### config.mk
export PLATFORM = sky130hd
export DESIGN_NAME = clk_div_prog
export DESIGN_NICKNAME = d
export VERILOG_FILES = /design/src/rtl/clk_div_pkg.sv /design/src/rtl/clk_div_neg_retime.sv /design/src/rtl/clk_div_prog.sv
export SDC_FILE = /design/constraint.sdc
export NUM_CORES = 1
export LEC_CHECK = 0
export ABC_AREA = 1
export CELL_PAD_IN_SITES_DETAIL_PLACEMENT = 0
export CELL_PAD_IN_SITES_GLOBAL_PLACEMENT = 1
export CORE_MARGIN = 1
export CORE_UTILIZATION = 39
export DETAILED_ROUTE_END_ITERATION = 10
export PLACE_DENSITY = 0.77
export REMOVE_ABC_BUFFERS = 1
export SKIP_CTS_REPAIR_TIMING = 1
export SYNTH_ARGS = -nofsm -noshare
export SYNTH_HDL_FRONTEND = slang
export SYNTH_SLANG_ARGS = --single-unit
### constraint.sdc
create_clock -name clk -period 3.07 [get_ports clk]
set_input_delay 0.614 -clock clk [delete_from_list [all_inputs] [get_ports clk]]
set_output_delay 0.614 -clock clk [all_outputs]
set_load 0.05 [all_outputs]
### src/rtl/clk_div_pkg.sv
// Shared types and helpers for the programmable clock divider.
package clk_div_pkg;

    localparam int MAX_W = 16;

    typedef enum logic [1:0] {
        IDLE = 2'd0,
        RUN  = 2'd1,
        STOP = 2'd2
    } state_e;

    // Number of source cycles clk_p stays high in one period: ceil(n/2).
    function automatic logic [MAX_W:0] hi_len(input logic [MAX_W-1:0] n);
        return ({1'b0, n} + (MAX_W + 1)'(1)) >> 1;
    endfunction

endpackage

### src/rtl/clk_div_neg_retime.sv
// Falling-edge retiming flop producing the half-cycle-delayed copy of clk_p.
module clk_div_neg_retime (
    input  logic clk,
    input  logic rstn,
    input  logic clk_p,
    output logic clk_n
);

    logic clk_n_q;
    logic clk_n_d;

    always_comb begin
        clk_n_d = clk_p;
    end

    always_ff @(negedge clk or negedge rstn) begin
        if (!rstn) begin
            clk_n_q <= 1'b0;
        end else begin
            clk_n_q <= clk_n_d;
        end
    end

    assign clk_n = clk_n_q;

endmodule

### src/rtl/clk_div_prog.sv
// Runtime-programmable 50%-duty integer clock divider with glitch-free
// divisor updates at period boundaries, run/stop control and a period tick.
module clk_div_prog
    import clk_div_pkg::*;
#(
    parameter int DIV_W   = 4,
    parameter int DEF_DIV = 5
) (
    input  logic             clk,
    input  logic             rstn,
    input  logic             en,
    input  logic [DIV_W-1:0] div_val,
    input  logic             div_load,
    output logic             div_ack,
    output logic             div_err,
    output logic             clk_div,
    output logic             tick,
    output logic             busy
);

    localparam logic [DIV_W-1:0] DEF_N = DIV_W'(DEF_DIV);
    localparam logic [DIV_W-1:0] ONE   = DIV_W'(1);
    localparam logic [DIV_W-1:0] MIN_N = DIV_W'(2);

    state_e           state_q, state_d;
    logic [DIV_W-1:0] cnt_q, cnt_d;
    logic [DIV_W-1:0] active_q, active_d;
    logic [DIV_W-1:0] shadow_q, shadow_d;
    logic             pending_q, pending_d;
    logic             clk_p_q, clk_p_d;
    logic             err_q, err_d;
    logic             clk_n;
    logic             last;
    logic             apply;
    logic             load_ok;
    logic [MAX_W:0]   cnt_ext;

    always_comb begin
        last    = (cnt_q == active_q - ONE);
        apply   = pending_q && ((state_q == IDLE) || last);
        load_ok = div_load && (div_val >= MIN_N);

        state_d = state_q;
        case (state_q)
            IDLE: if (en) state_d = RUN;
            RUN:  if (!en) state_d = last ? IDLE : STOP;
            STOP: begin
                if (en) begin
                    state_d = RUN;
                end else if (last) begin
                    state_d = IDLE;
                end
            end
            default: state_d = IDLE;
        endcase

        // A new period (or leaving IDLE) always starts from count 0.
        cnt_d = '0;
        if ((state_q != IDLE) && (state_d != IDLE) && !last) begin
            cnt_d = cnt_q + ONE;
        end

        active_d  = apply ? shadow_q : active_q;
        shadow_d  = load_ok ? div_val : shadow_q;
        pending_d = load_ok || (pending_q && !apply);
        err_d     = div_load && (div_val < MIN_N);

        // STOP keeps the waveform running so the current high phase is never cut.
        cnt_ext = (MAX_W + 1)'(cnt_d);
        clk_p_d = (state_d != IDLE) && (cnt_ext < hi_len(MAX_W'(active_q)));
    end

    always_ff @(posedge clk or negedge rstn) begin
        if (!rstn) begin
            state_q   <= IDLE;
            cnt_q     <= '0;
            active_q  <= DEF_N;
            shadow_q  <= DEF_N;
            pending_q <= 1'b0;
            clk_p_q   <= 1'b0;
            err_q     <= 1'b0;
        end else begin
            state_q   <= state_d;
            cnt_q     <= cnt_d;
            active_q  <= active_d;
            shadow_q  <= shadow_d;
            pending_q <= pending_d;
            clk_p_q   <= clk_p_d;
            err_q     <= err_d;
        end
    end

    clk_div_neg_retime u_neg_retime (
        .clk   (clk),
        .rstn  (rstn),
        .clk_p (clk_p_q),
        .clk_n (clk_n)
    );

    // Odd divisors AND in the half-cycle-late copy to trim half a cycle of high time.
    assign clk_div = active_q[0] ? (clk_p_q & clk_n) : clk_p_q;
    assign busy    = (state_q != IDLE);
    assign tick    = busy && last;
    assign div_ack = apply;
    assign div_err = err_q;

endmodule
# Word-level counts from Yosys, hierarchy flattened
# Cells that the tools add are included.
# word_totals
regBits,18
output_inout_bits,5
wordCells,41
# classes
addsub,3
magnitude_cmp,3
eq_ne,3
muxes,8
n_bitwise,1
n_reduce_logical,15
# ops
operator,count
two-way mux 2 bit,5
logical AND 1 bit,8
one-hot mux 2 bit (3 select lines),1
adder 4 x 1 -> 5 bit (second input constant),1
adder 4 x 1 -> 4 bit (second input constant),1
equality test 4 bit,1
greater-or-equal comparator 4 x 2 -> 1 bit (second input constant),1
less-than comparator 4 x 2 -> 1 bit (second input constant),1
less-than comparator 4 bit,1
two-way mux 4 bit,1
nonzero test 2 bit,2
subtractor 4 x 1 -> 4 bit (second input constant),1
equality test 2 x 1 -> 1 bit (second input constant),1
equality test 2 bit (second input constant),1
logical NOT 1 bit,2
logical NOT 2 bit,1
logical OR 1 bit,2
AND 1 bit,1
two-way mux 1 bit,1

# Longest topological paths before layout
# Gate-level depths: netlist of run 1.
# logic_depth
depth_word,11
depth_mapped,16
ltp_nobuf,16

# Modules after synthesis
# From an unflattened synthesis of run 1, not the netlist that was laid out.
# hier_totals
cells_unflattened,113
hier_area_um2,953.4
# modules_own_cells
mod,instances,cells_each,area_per_inst_um2,seq_area_each_um2
clk_div_prog,1,112,928.4,430.4
clk_div_neg_retime,1,1,25.0,25.0

==> metrics.md, run 1 <==
| Metric | Value |
|---|---|
| Num CTS Buffers | 3 |
| Failing checks | setup timing |
| Clock transition at path regs | 0.10 ns |
| Number of library cell types mapped by synthesis | 20 |
| Maximum clock insertion buffer count | 2 |
| Syn-to-layout area delta | 21.65% |
| Drt first pass iters | 4 |
| Grt met1 use | 0.2079 |
| Final setup viols | 1 |
| Final WS setup | -0.06622 ns |
| Critical path class | reg -> out |
| Horiz. Die Dim | 51.45 µm |
| Xor-xnor portion of the synthesized cell area | 0.05512 |
| Slew headroom | 0.6622 |
| RSZ-0062 raised after global routing | true |
| Grt peak-use layer | met2 |
| Power Density | 943.0 nW/µm² |
| Chip Height | 51.45 µm |
| Starting Density | 0.4229 |
| Core area | 2255 µm² |
| Post-synth EDFFs | 0 |
| Pins Over Slew Limit | 0 |
| Commonest non-fill, non-tap cells in the layout | nand2_1, inv_1, dfrtp_1 |
| Share of post-route cells with drive strength above 1 | 0.1615 |
| Asr flop ratio synth | 1.000 |
| Worst VDD drop | 0.0004697 V |
| Initial antenna violation count | 0 |
| Gr ovfl total | 0 |
| Total track usage | 0.1516 |
| Req. time, crit path | 2.46 ns |
| Sink Count | 18 |
| Crit Path Max Fanout | 1 |
| Leakage Power | 0.5849 nW |
| DR DRC count | 0 |
| DR vias | 719 |
| Die footprint | 2647 µm² |
| # port buffers | 12 |
| Vias in the first global route | 655 |
| Final WL | 1695 µm |
| Final Hold Vio Count | 0 |
| First-pass GRT wire length | 2815 µm |
| Post-route antenna net violation count | 0 |
| Most common library cell in the layout ignoring fill and taps | nand2_1 |
| Clock latency at the later pin of the worst-skew pair | 0.30 ns |
| Setup TNS | -0.06622 ns |
| Synth warn | 0 |
| Max-Cap Viols | 0 |
| Largest net degree at the start of global routing | 18 |
| Synth Register Bits | 18 |
| Routing usage on met3 | 0.01786 |
| Startpoint Class | register |
| H-tree Lvls | 1 |
| DR WL/cell | 10.73 µm |
| Crit path DAT | 2.52 ns |
| Worst-margin pin slew | 0.5052 ns |
| PnR Total Power | 1.094 mW |
| Primary FF master, synth | dfrtp_1 |
| Layout Nets | 145 |
| Register area share after synthesis | 0.4777 |
| Status | finished with violations |
| TritonCTS clock tree | done |
| Iteration-0 DRC Markers | 16 |
| I/O Pins | 13 |
| FILL cells | 227 |
| Post-synthesis compound-gate area fraction | 0.06430 |
| Vias/cell | 4.551 |
| Synth Area in Adders | 0.07874 |
| Row count | 17 |
| Antenna cells | 0 |
| Detailed placement HPWL | 1323 µm |
| Grt met2 use | 0.2251 |
| Synth Area in Simple Gates | 0.2297 |
| Post-Syn Area per Cell | 8.437 µm² |
| Clock Tree Root | clkbuf_4 |
| GP Congestion | 0.7610 |
| Crit end category | primary output |
| Post-Synthesis Cells | 113 |
| Largest family of logic cells by synthesized area | simple AND/OR/NAND/NOR gates |
| Post-Syn Area | 953.4 µm² |
| Post-synthesis mux area share | 0.01181 |
| Worst Skew | 0.006604 ns |
| Hold WC Path Type | reg -> reg |
==> cell usage after synthesis (all sizes together), types with 2 or more instances <==
cell,number,area [µm²]
inv,21,78.82
o21ai,7,35.03
a21oi,3,18.77
nand3,7,40.04
nand2,34,142.6
nor2,8,30.03
ha,6,75.07
dfrtp,13,325.3
xor2,2,17.52
dfstp,4,105.1
xnor2,4,35.03
==> power breakdown <==
| part | internal, mW | total, mW | switching (mW) | leakage, nW |
|---|---|---|---|---|
| registers | 0.319 | 0.382 | 0.0633 | 0.218 |
| clock network | 0.0507 | 0.127 | 0.0765 | 0.0150 |
| logic | 0.239 | 0.585 | 0.346 | 0.352 |
| total | 0.608 | 1.09 | 0.485 | 0.585 |
==> registers in the layout, summed over array words and instances, names as in the netlist <==
| signal | cells |
|---|---|
| clk_p_q | 1 |
| u_neg_retime.clk_n | 1 |
| shadow_q | 4 |
| cnt_q | 4 |
| state_q | 2 |
| active_q | 4 |
| div_err | 1 |
| pending_q | 1 |
==> worst paths after layout <==
path | start | endpoint | slack [ns] | cells past startpoint
max reg2reg | active_q[0] | clk_p_q | 0.62 | 13
min | shadow_q[3] | active_q[3] | 0.49 | 2
min in group asynchronous | rstn | clk_p_q | 0.68 | 2
max in group asynchronous | rstn | u_neg_retime.clk_n | 1.04 | 1
min reg2reg | shadow_q[3] | active_q[3] | 0.49 | 2
max | u_neg_retime.clk_n | clk_div | -0.07 | 2
==> cell type report <==
class,count,area (µm²),share of cell area
inverter,21,78.83,0.06796
multi-input combinational,74,419.2,0.3614
clock buffer,4,26.28,0.02265
tap,28,35.03,0.03021
sequential,18,455.4,0.3927
timing repair buffer,13,145.1,0.1251
==> cells by family (layout without fill, tap and decap cells) <==
logic type                 Yosys count  count (layout)
xor gates and xnor gates             6               6
buffers and inverters               21              38
DFF                                 18              18
muxes                                1               1
adders and majority gates            6               6
and+or+nand+nor                     50              50
AOI/OAI and AO/OA                   11              11
==> critical path: stages (launching register included) <==
cell	delay (ns)
dfrtn_1	0.39
o21a_1	0.15
buf_12	0.14
==> through the flow <==
step / std cells / setup slack (ns) / utilization / hold WS [ns] / cell area (µm²)
after floorplan: 113 / 0.1411 / - / 0.3184 / 953.4
after global placement: 154 / 0.2447 / 0.5028 / 0.4581 / 1134
after detailed placement: 154 / 0.2485 / 0.5028 / 0.4721 / 1134
after CTS: 158 / -0.08732 / 0.5144 / 0.4944 / 1160
after global routing: 158 / -0.1096 / 0.5144 / 0.5173 / 1160
final: 158 / -0.06622 / 0.5144 / 0.4907 / 1160
==> metal layers <==
metal,share of wire,wire length (µm)
met1,0.51,871
met2,0.44,745
met3,0.023,39
met4,0.023,39
met5,0,0
Power figures use the tool's default switching activity.
==> inputs of run 2 (changes only) <==
--- a/config.mk
+++ b/config.mk
@@ -9,9 +9,10 @@
 export CELL_PAD_IN_SITES_DETAIL_PLACEMENT = 0
 export CELL_PAD_IN_SITES_GLOBAL_PLACEMENT = 1
 export CORE_MARGIN = 1
-export CORE_UTILIZATION = 39
+export CORE_UTILIZATION = 42
 export DETAILED_ROUTE_END_ITERATION = 10
-export PLACE_DENSITY = 0.77
+export HOLD_SLACK_MARGIN = 0.05
+export PLACE_DENSITY = 0.82
 export REMOVE_ABC_BUFFERS = 1
 export SKIP_CTS_REPAIR_TIMING = 1
 export SYNTH_ARGS = -nofsm -noshare
==> constraint.sdc (replaced) <==
create_clock -name clk -period 3.8 [get_ports clk]
set_input_delay 0.76 -clock clk [delete_from_list [all_inputs] [get_ports clk]]
set_output_delay 0.76 -clock clk [all_outputs]
set_load 0.05 [all_outputs]
==> run 2 against run 1 <==
  * The run now ends clean
  * First-iteration DRC count fell by 38%
  * Power shrank 19%
  * Largest power group unchanged
  * Highest routed layer unchanged
  * Critical path type unchanged
  * Routed wire length fell by 2.1%
  * Global-route usage increased by 0.71 points
  * Register-to-register slack better by 0.71 ns
  * Via count increased by 0.14%
==> metrics.md, run 2 (same netlist as run 1, synthesis figures left out) <==
| Metric | Value |
|---|---|
| Biggest regs | active_q x4, cnt_q x4, shadow_q x4 |
| Final Hold Vio Count | 0 |
| Die footprint | 2465 µm² |
| Crit end category | primary output |
| Slowest cell on the critical path | dfrtn_1 |
| H-tree Lvls | 1 |
| GP Congestion | 0.7825 |
| Gate family responsible for the most delay along the worst path | flip-flops |
| Req. time, crit path | 3.04 ns |
| Worst Skew | 0.001550 ns |
| Critical path class | reg -> out |
| # port buffers | 12 |
| Leakage Power | 0.5837 nW |
| Pins Over Slew Limit | 0 |
| Final setup viols | 0 |
| Drt first pass iters | 2 |
| Clock latency at the later pin of the worst-skew pair | 0.30 ns |
| DR DRC count | 0 |
| TritonCTS clock tree | done |
| Initial antenna violation count | 0 |
| Horiz. Die Dim | 49.65 µm |
| Final Cell Area | 1161 µm² |
| Row count | 16 |
| CP Cell Sequence | o21a_1 -> buf_12 |
| Startpoint Class | register |
| Final WL | 1660 µm |
| Slew headroom | 0.6609 |
| Cell internal pwr | 0.4995 mW |
| Switching power | 0.3871 mW |
| Vias/cell | 4.586 |
| CP peak stage delay | 0.39 ns |
| First-pass GRT wire length | 2953 µm |
| Max-Cap Viols | 0 |
| Worst-margin pin slew | 0.5071 ns |
| Sw Share | 0.4366 |
| Power Density | 763.6 nW/µm² |
| FILL cells | 218 |
| Iteration-0 DRC Markers | 10 |
| Layout Nets | 145 |
| Vias in the first global route | 731 |
| Worst VDD drop | 0.0004616 V |
| Largest net degree at the start of global routing | 18 |
| Detailed placement HPWL | 1295 µm |
| Clock transition at path regs | 0.10 ns |
| Post-route antenna net violation count | 0 |
| Crit Path Max Fanout | 1 |
| RSZ-0062 raised after global routing | false |
| Total track usage | 0.1587 |
| Sequential share of power | 0.347 |
| Crit path DAT | 2.91 ns |
| Maximum clock insertion buffer count | 2 |
| Antenna cells | 0 |
| DR vias | 720 |
| Share of post-route cells with drive strength above 1 | 0.1538 |
| Core area | 2042 µm² |
| Commonest non-fill, non-tap cells in the layout | nand2_1, inv_1, dfrtp_1 |
| Clock share of power | 0.136 |
| I/O Pins | 13 |
| Status | complete, no violations |
| Sink Count | 18 |
| Most common library cell in the layout ignoring fill and taps | nand2_1 |
| Chip Height | 49.65 µm |
| Gr ovfl total | 0 |
| Clock Tree Root | clkbuf_4 |
| Hold WC Path Type | reg -> reg |
| DP Area | 1125 µm² |
| Syn-to-layout area delta | 21.78% |
| Starting Density | 0.4669 |
| PnR Total Power | 0.8866 mW |
| CP bufs+invs | 1 |
| Combinational Power Share | 0.518 |
| DR WL/cell | 10.57 µm |
| Setup TNS | 0 ns |
| Num CTS Buffers | 3 |
-- run 2: metal layers --
metal  vias up  track usage  part of all wire
li1        379            -                 -
met1       325       0.2000              0.48
met2        11       0.2635              0.47
met3         5      0.02778             0.025
met4         0      0.07143             0.022
met5         -            0                 0
-- run 2: area by class of cell --
class	instances	area [µm²]	area share
inverter	21	78.83	0.06789
timing repair buffer	13	137.6	0.1185
clock buffer	4	36.28	0.03125
tap	27	33.78	0.02909
sequential	18	455.4	0.3922
multi-input combinational	74	419.2	0.3610
-- run 2: path summary, 6_finish.rpt --
path | start | end | slack, ns | cells after the start
min in group asynchronous | rstn | state_q[1] | 0.83 | 2
worst min register to register | pending_q | pending_q | 0.48 | 2
worst max register to register | active_q[0] | clk_p_q | 1.33 | 13
worst max-delay path | u_neg_retime.clk_n | clk_div | 0.13 | 2
worst min-delay path | pending_q | pending_q | 0.48 | 2
max in group asynchronous | rstn | u_neg_retime.clk_n | 1.25 | 1
-- run 2: worst reg2reg max path, stage by stage (launching register included) --
cell and delay [ns]:
dfstp_2 0.59, inv_1 0.11, ha_1 0.34, xnor2_1 0.13
nor2_1 0.12, nand3_2 0.13, nand2_2 0.09, inv_2 0.05
nand2_4 0.08, nor2_1 0.06, ha_1 0.31, a21oi_1 0.22
nand2_2 0.08, a21oi_2 0.11
-- run 2: metrics by stage --
step | setup slack [ns] | std cells | utilization | hold slack (ns)
after floorplan | 0.3601 | 113 | - | 0.4422
after global placement | 0.4639 | 153 | 0.5509 | 0.4570
after detailed placement | 0.4600 | 153 | 0.5509 | 0.4585
after CTS | 0.1259 | 157 | 0.5686 | 0.4842
after global routing | 0.08327 | 157 | 0.5686 | 0.5100
final | 0.1302 | 157 | 0.5686 | 0.4817
-- run 2: power groups by stage --
stage	logic (mW)	registers, mW	clock network [mW]
global placement	0.451	0.311	0
floorplan	0.339	0.301	0
detailed placement	0.457	0.313	0
finish	0.459	0.307	0.120
global route	0.512	0.317	0.130
CTS	0.462	0.308	0.123
